<file path="src/rtl/cache_ctrl_pkg.sv">
// Shared encodings for the coherent cache controller.
// Directory request, processor request, line state and FSM state.
package cache_ctrl_pkg;
   typedef enum logic [1:0] {
      CR_IDLE     = 2'd0,
      CR_BLK_RREQ = 2'd1,
      CR_BLK_EXCL = 2'd2,
      CR_OK       = 2'd3
   } creq_e;

   typedef enum logic [1:0] {
      PR_NONE  = 2'd0,
      PR_READ  = 2'd1,
      PR_WRITE = 2'd2
   } preq_e;

   typedef enum logic [1:0] {
      LS_INVALID = 2'd0,
      LS_SHARED  = 2'd1,
      LS_EXCL    = 2'd2
   } lstate_e;

   typedef enum logic [2:0] {
      S_IDLE = 3'd0,
      S_RREQ = 3'd1,
      S_XREQ = 3'd2,
      S_WB   = 3'd3,
      S_ACK  = 3'd4
   } fsm_e;
endpackage

</file>
<file path="src/rtl/cache_ctrl_if.sv">
// Processor and directory signals of one cache controller.
// master = processor/directory side, slave = the cache.
interface cache_ctrl_if
   import cache_ctrl_pkg::*;
   #(parameter int ADDR_W = 2) ();
   preq_e             proc_req;
   logic [ADDR_W-1:0] proc_addr;
   logic              proc_wdata;
   logic              proc_ack;
   logic              proc_rdata;
   creq_e             cache_req;
   logic [ADDR_W-1:0] blk_add;
   logic              back_data;
   logic              blk_ok;
   logic              blk_data;
   logic              inval;
   logic [ADDR_W-1:0] blocknum;
   logic              write_back_req;
   logic [ADDR_W-1:0] wb_addr;

   modport master (
      output proc_req, proc_addr, proc_wdata,
      output blk_ok, blk_data, inval, blocknum,
      output write_back_req, wb_addr,
      input  proc_ack, proc_rdata, cache_req,
      input  blk_add, back_data
   );

   modport slave (
      input  proc_req, proc_addr, proc_wdata,
      input  blk_ok, blk_data, inval, blocknum,
      input  write_back_req, wb_addr,
      output proc_ack, proc_rdata, cache_req,
      output blk_add, back_data
   );
endinterface

</file>
<file path="src/rtl/cache_line_array.sv">
// Direct-mapped line store: state + 1 data bit per line.
// Priority per line: update > invalidate > bulk demote.
module cache_line_array
   import cache_ctrl_pkg::*;
   #(parameter int ADDR_W = 2) (
   input  logic              clk,
   input  logic              rst_n,
   input  logic [ADDR_W-1:0] lk_addr_i,
   output lstate_e           lk_state_o,
   output logic              lk_data_o,
   input  logic              upd_en_i,
   input  logic [ADDR_W-1:0] upd_addr_i,
   input  lstate_e           upd_state_i,
   input  logic              upd_data_i,
   input  logic              inv_en_i,
   input  logic [ADDR_W-1:0] inv_addr_i,
   input  logic              demote_i
);
   localparam int N = 1 << ADDR_W;

   lstate_e     st_q [N];
   logic [N-1:0] dat_q;

   assign lk_state_o = st_q[lk_addr_i];
   assign lk_data_o  = dat_q[lk_addr_i];

   always_ff @(posedge clk or negedge rst_n) begin
      if (!rst_n) begin
         for (int i = 0; i < N; i++) st_q[i] <= LS_INVALID;
         dat_q <= '0;
      end else begin
         for (int i = 0; i < N; i++) begin
            if (upd_en_i && upd_addr_i == ADDR_W'(i)) begin
               st_q[i]  <= upd_state_i;
               dat_q[i] <= upd_data_i;
            end else if (inv_en_i && inv_addr_i == ADDR_W'(i)) begin
               st_q[i] <= LS_INVALID;
            end else if (demote_i && st_q[i] == LS_EXCL) begin
               st_q[i] <= LS_SHARED;
            end
         end
      end
   end
endmodule

</file>
<file path="src/rtl/cache_ctrl.sv">
// Single-bit-line coherent cache controller: processor side,
// directory requests, write-back service and invalidation.
module cache_ctrl
   import cache_ctrl_pkg::*;
   #(parameter int ADDR_W = 2) (
   input logic         clk,
   input logic         rst_n,
   cache_ctrl_if.slave bus
);
   fsm_e              state_q, resume_q;
   logic [ADDR_W-1:0] blk_add_q;
   logic              wdata_q, ack_q, rdata_q, back_q;
   creq_e             creq_q;

   lstate_e           lk_state;
   logic              lk_data;
   logic              wb_go, inv_hit, rd_req, wr_req;
   logic              rd_hit, wr_hit, fill;
   logic              upd_en, upd_data;
   logic [ADDR_W-1:0] upd_addr;
   lstate_e           upd_state;

   // The lookup port serves write-back while one is demanded.
   assign wb_go   = bus.write_back_req && state_q != S_ACK;
   assign inv_hit = bus.inval && bus.blocknum == bus.proc_addr;
   assign rd_req  = state_q == S_IDLE && bus.proc_req == PR_READ;
   assign wr_req  = state_q == S_IDLE && bus.proc_req == PR_WRITE;
   assign rd_hit  = !wb_go && rd_req && !inv_hit &&
                    lk_state != LS_INVALID;
   assign wr_hit  = !wb_go && wr_req && !inv_hit &&
                    lk_state == LS_EXCL;
   assign fill    = !wb_go && bus.blk_ok &&
                    (state_q == S_RREQ || state_q == S_XREQ);

   always_comb begin
      upd_en    = 1'b0;
      upd_addr  = blk_add_q;
      upd_state = LS_SHARED;
      upd_data  = lk_data;
      unique case (1'b1)
         wb_go: begin
            upd_en   = lk_state == LS_EXCL &&
                       !(bus.inval && bus.blocknum == bus.wb_addr);
            upd_addr = bus.wb_addr;
         end
         fill: begin
            upd_en = 1'b1;
            if (state_q == S_XREQ) begin
               upd_state = LS_EXCL;
               upd_data  = wdata_q;
            end else begin
               upd_data  = bus.blk_data;
            end
         end
         wr_hit: begin
            upd_en    = 1'b1;
            upd_addr  = bus.proc_addr;
            upd_state = LS_EXCL;
            upd_data  = bus.proc_wdata;
         end
         default: ;
      endcase
   end

   cache_line_array #(.ADDR_W(ADDR_W)) u_lines (
      .clk         (clk),
      .rst_n       (rst_n),
      .lk_addr_i   (wb_go ? bus.wb_addr : bus.proc_addr),
      .lk_state_o  (lk_state),
      .lk_data_o   (lk_data),
      .upd_en_i    (upd_en),
      .upd_addr_i  (upd_addr),
      .upd_state_i (upd_state),
      .upd_data_i  (upd_data),
      .inv_en_i    (bus.inval),
      .inv_addr_i  (bus.blocknum),
      .demote_i    (fill && state_q == S_RREQ)
   );

   always_ff @(posedge clk or negedge rst_n) begin
      if (!rst_n) begin
         state_q   <= S_IDLE;
         resume_q  <= S_IDLE;
         blk_add_q <= '0;
         wdata_q   <= 1'b0;
         ack_q     <= 1'b0;
         rdata_q   <= 1'b0;
         creq_q    <= CR_IDLE;
         back_q    <= 1'b0;
      end else begin
         ack_q <= 1'b0;
         if (wb_go) begin
            if (state_q != S_WB) resume_q <= state_q;
            state_q <= S_WB;
            creq_q  <= CR_OK;
            back_q  <= lk_data;
         end else begin
            unique case (state_q)
               S_IDLE: begin
                  if (rd_hit || wr_hit) begin
                     state_q <= S_ACK;
                     ack_q   <= 1'b1;
                     if (rd_hit) rdata_q <= lk_data;
                  end else if (rd_req) begin
                     state_q   <= S_RREQ;
                     creq_q    <= CR_BLK_RREQ;
                     blk_add_q <= bus.proc_addr;
                  end else if (wr_req) begin
                     state_q   <= S_XREQ;
                     creq_q    <= CR_BLK_EXCL;
                     blk_add_q <= bus.proc_addr;
                     wdata_q   <= bus.proc_wdata;
                  end
               end
               S_RREQ, S_XREQ: begin
                  if (bus.blk_ok) begin
                     state_q <= S_ACK;
                     ack_q   <= 1'b1;
                     creq_q  <= CR_IDLE;
                     if (state_q == S_RREQ) rdata_q <= bus.blk_data;
                  end
               end
               S_WB: begin
                  state_q <= resume_q;
                  back_q  <= 1'b0;
                  unique case (resume_q)
                     S_RREQ:  creq_q <= CR_BLK_RREQ;
                     S_XREQ:  creq_q <= CR_BLK_EXCL;
                     default: creq_q <= CR_IDLE;
                  endcase
               end
               S_ACK:   state_q <= S_IDLE;
               default: state_q <= S_IDLE;
            endcase
         end
      end
   end

   assign bus.proc_ack   = ack_q;
   assign bus.proc_rdata = rdata_q;
   assign bus.cache_req  = creq_q;
   assign bus.blk_add    = blk_add_q;
   assign bus.back_data  = back_q;
endmodule

</file>
<file path="src/flat_wrapper.sv">
// flat-port wrapper written by rule: the top's interface ports become plain ports
module cache_ctrl_flat import cache_ctrl_pkg::*;
#(parameter int ADDR_W = 2)
  (clk, rst_n, bus_proc_req, bus_proc_addr, bus_proc_wdata, bus_blk_ok, bus_blk_data, bus_inval, bus_blocknum, bus_write_back_req, bus_wb_addr, bus_proc_ack, bus_proc_rdata, bus_cache_req, bus_blk_add, bus_back_data);
  cache_ctrl_if #(.ADDR_W(ADDR_W)) bus_i ();
  input logic clk;
  input logic rst_n;
  input wire logic [$bits(bus_i.proc_req)-1:0] bus_proc_req;
  input wire logic [$bits(bus_i.proc_addr)-1:0] bus_proc_addr;
  input wire logic [$bits(bus_i.proc_wdata)-1:0] bus_proc_wdata;
  input wire logic [$bits(bus_i.blk_ok)-1:0] bus_blk_ok;
  input wire logic [$bits(bus_i.blk_data)-1:0] bus_blk_data;
  input wire logic [$bits(bus_i.inval)-1:0] bus_inval;
  input wire logic [$bits(bus_i.blocknum)-1:0] bus_blocknum;
  input wire logic [$bits(bus_i.write_back_req)-1:0] bus_write_back_req;
  input wire logic [$bits(bus_i.wb_addr)-1:0] bus_wb_addr;
  output wire logic [$bits(bus_i.proc_ack)-1:0] bus_proc_ack;
  output wire logic [$bits(bus_i.proc_rdata)-1:0] bus_proc_rdata;
  output wire logic [$bits(bus_i.cache_req)-1:0] bus_cache_req;
  output wire logic [$bits(bus_i.blk_add)-1:0] bus_blk_add;
  output wire logic [$bits(bus_i.back_data)-1:0] bus_back_data;
  assign bus_i.proc_req = bus_proc_req;
  assign bus_i.proc_addr = bus_proc_addr;
  assign bus_i.proc_wdata = bus_proc_wdata;
  assign bus_i.blk_ok = bus_blk_ok;
  assign bus_i.blk_data = bus_blk_data;
  assign bus_i.inval = bus_inval;
  assign bus_i.blocknum = bus_blocknum;
  assign bus_i.write_back_req = bus_write_back_req;
  assign bus_i.wb_addr = bus_wb_addr;
  assign bus_proc_ack = bus_i.proc_ack;
  assign bus_proc_rdata = bus_i.proc_rdata;
  assign bus_cache_req = bus_i.cache_req;
  assign bus_blk_add = bus_i.blk_add;
  assign bus_back_data = bus_i.back_data;
  cache_ctrl #(.ADDR_W(ADDR_W)) u_core (.clk(clk), .rst_n(rst_n), .bus(bus_i));
endmodule
</file>
<file path="config.mk">
export PLATFORM = sky130hd
export DESIGN_NAME = cache_ctrl_flat
export DESIGN_NICKNAME = d
export VERILOG_FILES = /design/src/rtl/cache_ctrl_pkg.sv /design/src/rtl/cache_ctrl_if.sv /design/src/rtl/cache_line_array.sv /design/src/rtl/cache_ctrl.sv /design/src/flat_wrapper.sv
export SDC_FILE = /design/constraint.sdc
export NUM_CORES = 1
export LEC_CHECK = 0
export ABC_AREA = 1
export CORE_MARGIN = 2
export CORE_UTILIZATION = 40
export CTS_CLUSTER_DIAMETER = 120
export DETAILED_ROUTE_END_ITERATION = 8
export GPL_TIMING_DRIVEN = 1
export PLACE_DENSITY_LB_ADDON = 0.25
export SLEW_MARGIN = 20
export SYNTH_ARGS = -nofsm -noshare
export SYNTH_HDL_FRONTEND = slang
export SYNTH_HIERARCHICAL = 1
export SYNTH_SLANG_ARGS = --single-unit
export TNS_END_PERCENT = 100
</file>
<file path="constraint.sdc">
create_clock -name clk -period 3.6 [get_ports clk]
set_clock_uncertainty 0.2 [all_clocks]
set_input_delay 0.9 -clock clk [delete_from_list [all_inputs] [get_ports clk]]
set_output_delay 0.9 -clock clk [all_outputs]
set_load 0.05 [all_outputs]
</file>
-- Yosys cells after proc, flatten, opt, wreduce, memory -nomap -nowiden
Cells that the tools add are included.
- register bits: 26
- output and inout port bits: 7
- $lt $le $gt $ge: 2
- eq/ne operators: 30
- muxes and demuxes: 50
- bitwise operators: 4
- reductions and logical operators: 52
- operator list (kind ; count):
    $mux W2 ; 23
    $logic_and A1 B1 Y1 ; 27
    $eq A2 B2 Y1 const B ; 10
    $mux W3 ; 5
    $pmux W2 S2 ; 3
    $reduce_bool A3 Y1 ; 4
    $mux W1 ; 11
    $eq A3 B2 Y1 const B ; 3
    $ne A3 B2 Y1 const B ; 3
    $pmux W3 S3 ; 1
    $pmux W1 S2 ; 4
    $reduce_and A4 Y1 ; 2
    $reduce_bool A2 Y1 ; 4
    $eq A2 B1 Y1 const B ; 3
    $eq A3 B1 Y1 const B ; 2
    $pmux W2 S3 ; 1
    $reduce_and A6 Y1 ; 1
    $ne A5 B2 Y1 const B ; 1
    $reduce_and A5 Y1 ; 1
    $bmux W2 S2 ; 1
    $eq A2 B2 Y1 ; 2
    $logic_not A2 Y1 ; 2
    $ne A2 B1 Y1 const B ; 2
    $ne A2 B2 Y1 const B ; 2
    13 further kinds ; 20

-- Depth between registers and ports, before layout
- depth in word-level cells: 13
- mapped depth: 21

-- Hierarchy
Netlist, hierarchy kept.
- modules (own cells, without submodules) (module ; times used ; cells an instance ; area each (µm²) ; seq. area each (µm²)):
    cache_ctrl ; 1 ; 146 ; 969.7 ; 350.3
    cache_line_array ; 1 ; 92 ; 660.6 ; 300.3

-- Least setup slack after synthesis
Ideal clock, no wire load.
- path kind: in2reg
- start: in bus_write_back_req
- end: reg u_core/u_lines/st_q[0] in the netlist's numbering
- arrival time: 2976 ps
- data required time: 3283 ps
- path slack: 306 ps
- stages: 16
- buffers on the path: 2
- cells stage by stage: nand2_1 buf_2 inv_2 o21ai_0 buf_2 a21oi_1 o21ai_0 nand2_1 nor2_1 nand3_2 o211ai_1 nand3_1 nand2_1 nand2_1 nand2_1 nand2_1
- cells in the longest elaborated chain, start to end: 12
- ends and longest elaborated chain (element ; RTL line ; RTL):
    start, declared ; flat_wrapper.sv:15 ; input wire logic [$bits(bus_i.write_back_req)-1:0] bus_write_back_req;
    $logic_and A1 B1 Y1 (*) ; cache_ctrl.sv:24 ; assign wb_go = bus.write_back_req && state_q != S_ACK;
    $mux W2 (*) ; cache_ctrl.sv:68 ; .lk_addr_i (wb_go ? bus.wb_addr : bus.proc_addr),
    $not A2 Y3 (not written as such) (*) ; cache_line_array.sv:24 ; assign lk_state_o = st_q[lk_addr_i];
    $bmux W2 S2 (*) ; cache_line_array.sv:24 ;
    $mux W2 (not written as such) (*) (2 in series) ; cache_line_array.sv:24 ;
    via u_core.lk_state[0] ; cache_ctrl.sv:15 ; lstate_e lk_state;
    $eq A2 B2 Y1 (*) ; cache_ctrl.sv:31 ; lk_state == LS_EXCL;
    $logic_and A1 B1 Y1 (*) ; cache_ctrl.sv:30 ; assign wr_hit = !wb_go && wr_req && !inv_hit &&
    $pmux W2 S2 (*) ; cache_ctrl.sv:40 ; unique case (1'b1)
    via u_core.upd_addr[1] ; cache_ctrl.sv:20 ; logic [ADDR_W-1:0] upd_addr;
    $eq A2 B2 Y1 (*) ; cache_line_array.sv:33 ; if (upd_en_i && upd_addr_i == ADDR_W'(i)) begin
    $logic_and A1 B1 Y1 (*) ; cache_line_array.sv:33 ;
    $reduce_bool A3 Y1 (no source line) or $mux W2 (tied branches) ; n/a ;
    end signal, assigned by index ; cache_line_array.sv:34 ; st_q[i] <= upd_state_i;
    end, declared ; cache_line_array.sv:21 ; lstate_e st_q [N];
Mark *: on every way through the listed nets, which the timed path passes. The rest lies on a longest branch. The select of a mux whose other input is x is not followed.
A chain may end at the register's enable or synchronous reset.

-- Worst setup path after layout
Same ends and word-level chain as after synthesis.

==> results.md <==
* Outcome: completed
* FF-to-FF Start: u_core/state_q[0]
* Layout Nets at 298
* Clock power frac at 13.7%
* DRC errors left at 0
* Count of final setup violators at 0
* Via count at 1682
* Distinct cells, synth at 24
* Area grow syn2layout at 31.0%
* LEAKAGE at 1.09 nW
* Worst hold path class: flip-flop to flip-flop
* Initial DRC Count at 94
* Synthesis-stage register bit count at 26
* Final Max Slew Viols at 0
* Data arrival, critical path at 3320 ps
* All-Layer GR Usage at 19.6%
* VDD IR max at 0.377 mV
* Drt via density at 5.07
* Hold path start: u_core/bus.proc_rdata
* Detailed placement HPWL at 3.21 mm
* Fillers at 387
* DP Area at 2000 µm²
* Pre-Repair DR Iteration Count at 4
* Cell area after layout at 2140 µm²
* GP Congestion at 0.894
* Worst setup SP type: input port
* Worst setup path class: input port to flip-flop
* Hold bufs inserted after CTS at 0
* Pin count of the biggest net entering global routing at 27
* Port buffer count at 21
* Total CTS buffers at 3
* Overflow left after global routing at 0
* Total length of routed wires at 4.16 mm
* Leading area contributor after synthesis: dfrtp_1
* Syn Area/Cell at 6.85 µm²
* Most frequent cells in the layout: nand2_1, inv_1, dfrtp_1
* Largest cells by area after synthesis: dfrtp_1, nand2_1, inv_1, o21ai_0, nand3_1
* Sw Pwr at 0.639 mW
* CP endpoint kind: flip-flop
* # rows at 23
* Comb pwr share at 51.2%
* Sequential cell area at 651 µm²
* Clock slew seen by the registers of the worst setup and hold paths at 90 ps
* Post-Syn Area at 1630 µm²
* Remaining antenna violation count at 0
* Worst slew margin at 66.6%
* DIE HEIGHT at 67.8 µm
* Sw frac at 45.4%
* Area of the multi-input gates at 846 µm²
* Max-cap viol count at 0
* Final hold vios at 0
* Worst Path Required at 3570 ps
* Seq/Total Area, Yosys at 39.9%
* Root Buffer: clkbuf_8
* Power per cell area at 658 nW/µm²
* Leading cell type in the layout, fill and taps excluded: nand2_1
* Latest clock arrival within the worst-skew pair at 270 ps
* Htree depth at 1
* Share of cells above drive strength 1 at 17.0%
* Crit path max fanout at 7
* Setup crit start: bus_write_back_req
* P_int at 0.768 mW
* # clock sinks at 26
* Clock buffer depth at 2
* Sequential Power Share at 35.1%
* Die W at 67.8 µm
* Worst slew pin tran at 499 ps
* Final min period at 3350 ps
* Post-place setup slack at -123 ps
* Synthesized Nets at 253
* Final WS setup at 254 ps
* Final period util at 93.0%
* Starting Density at 41.1%
* CTS tree: done
* Io pins at 22
* Vias in the first global route at 1474
* Mapped Cells at 238
* First-pass GRT wire length at 6.79 mm
* Yosys top cell area share at 39.9%
* Synth warn at 6
* ANT cells at 0
* Dpl cells at 321
* Post-DR wirelength/cell at 12.5 µm
* Max Fclk at 299 MHz
* Die footprint at 4600 µm²
* Core area at 3970 µm²
* Initial antenna violation count at 0
* Post-Layout Cell Count at 332
[final cells by class]
class / count / area share (%)
clock buffer: 4 / 2.58
inverter: 40 / 7.03
multi-input combinational: 170 / 39.6
sequential: 26 / 30.5
tap: 50 / 2.93
timing repair buffer: 42 / 17.4
[path summary, 6_finish.rpt]
| path | to | slack [ps] | cells after the start |
|---|---|---|---|
| worst max-delay path | u_core/u_lines/st_q[0] | 250 | 17 |
| min in group asynchronous | u_core/resume_q[0] | 780 | 2 |
| worst min register to register | u_core/bus.proc_rdata | 280 | 2 |
| worst min-delay path | u_core/bus.proc_rdata | 280 | 2 |
| worst max register to register | u_core/u_lines/st_q[0] | 660 | 18 |
| max in group asynchronous | u_core/u_lines/dat_q[1] | 2170 | 2 |
[stage by stage]
step	power [mW]	setup TNS [ps]	util (%)	hold WS, ps
4_1_cts	1.37	0	51.7	283
3_3_place_gp	1.17	-15.1	50.3	258
5_1_grt	1.52	-48.9	53.8	304
2_1_floorplan	0.945	0	-	248
3_5_place_dp	1.18	-760	50.3	259
6_report	1.41	0	53.8	279
[registers in the layout, summed over array words and instances (netlist names)]
name                   count
u_core/bus.back_data       1
u_core/bus.blk_add         2
u_core/bus.cache_req       2
u_core/bus.proc_ack        1
u_core/bus.proc_rdata      1
u_core/resume_q            3
u_core/state_q             3
u_core/u_lines/dat_q       4
u_core/u_lines/st_q        8
u_core/wdata_q             1
[per-layer routing]
metal	share of wire, %	global-route usage, %	vias up
li1	-	-	864
met1	51	29.4	785
met2	45	29.7	31
met3	3.7	2.47	2
met4	0.65	5.25	0
met5	0	0	-
[synth_stat cells, drive strengths merged]
master and count:
dfrtp 26, o2111ai 1, inv 40, a21oi 10, nor2 13, nor3 4
xnor2 2, o21ai 29, nand2 73, buf 2, or2 1, o221ai 1
a31o 1, nand3 24, o211ai 4, nand4 7
[critical path, stage by stage]
cell	delay [ps]
clkdlybuf4s50_1	420
nand2_1	110
inv_2	80
nand2_1	100
o21ai_2	70
clkdlybuf4s15_2	230
o211ai_1	190
nand2_1	110
nor2_2	170
nand3_2	150
o211ai_1	250
buf_4	170
nand3_2	120
nand2_1	80
nand2_1	50
nand2_1	60
nand2_1	50
[kinds of logic after synthesis]
logic type             share of synthesized area, %
AND/OR/NAND/NOR                                33.3
AO/OA/AOI/OAI                                  15.9
buffers and inverters                          9.82
flip-flops                                     39.9
XOR/XNOR                                       1.07
[power by group through the flow]
stage | Combinational (mW) | Clock (mW) | Sequential, mW
4_1_cts | 0.683 | 0.198 | 0.491
5_1_grt | 0.801 | 0.209 | 0.509
6_report | 0.720 | 0.193 | 0.494
3_5_place_dp | 0.681 | 0 | 0.496
3_3_place_gp | 0.674 | 0 | 0.496
2_1_floorplan | 0.351 | 0 | 0.594
[what timing repair did]
action                                 in CTS  in global routing
gates resized for setup                     0                  9
endpoints found under the hold margin       0                  0
setup endpoints to repair                   0                 12
buffers inserted                            0                  6
Note: power is estimated with default switching activity, not from simulation.
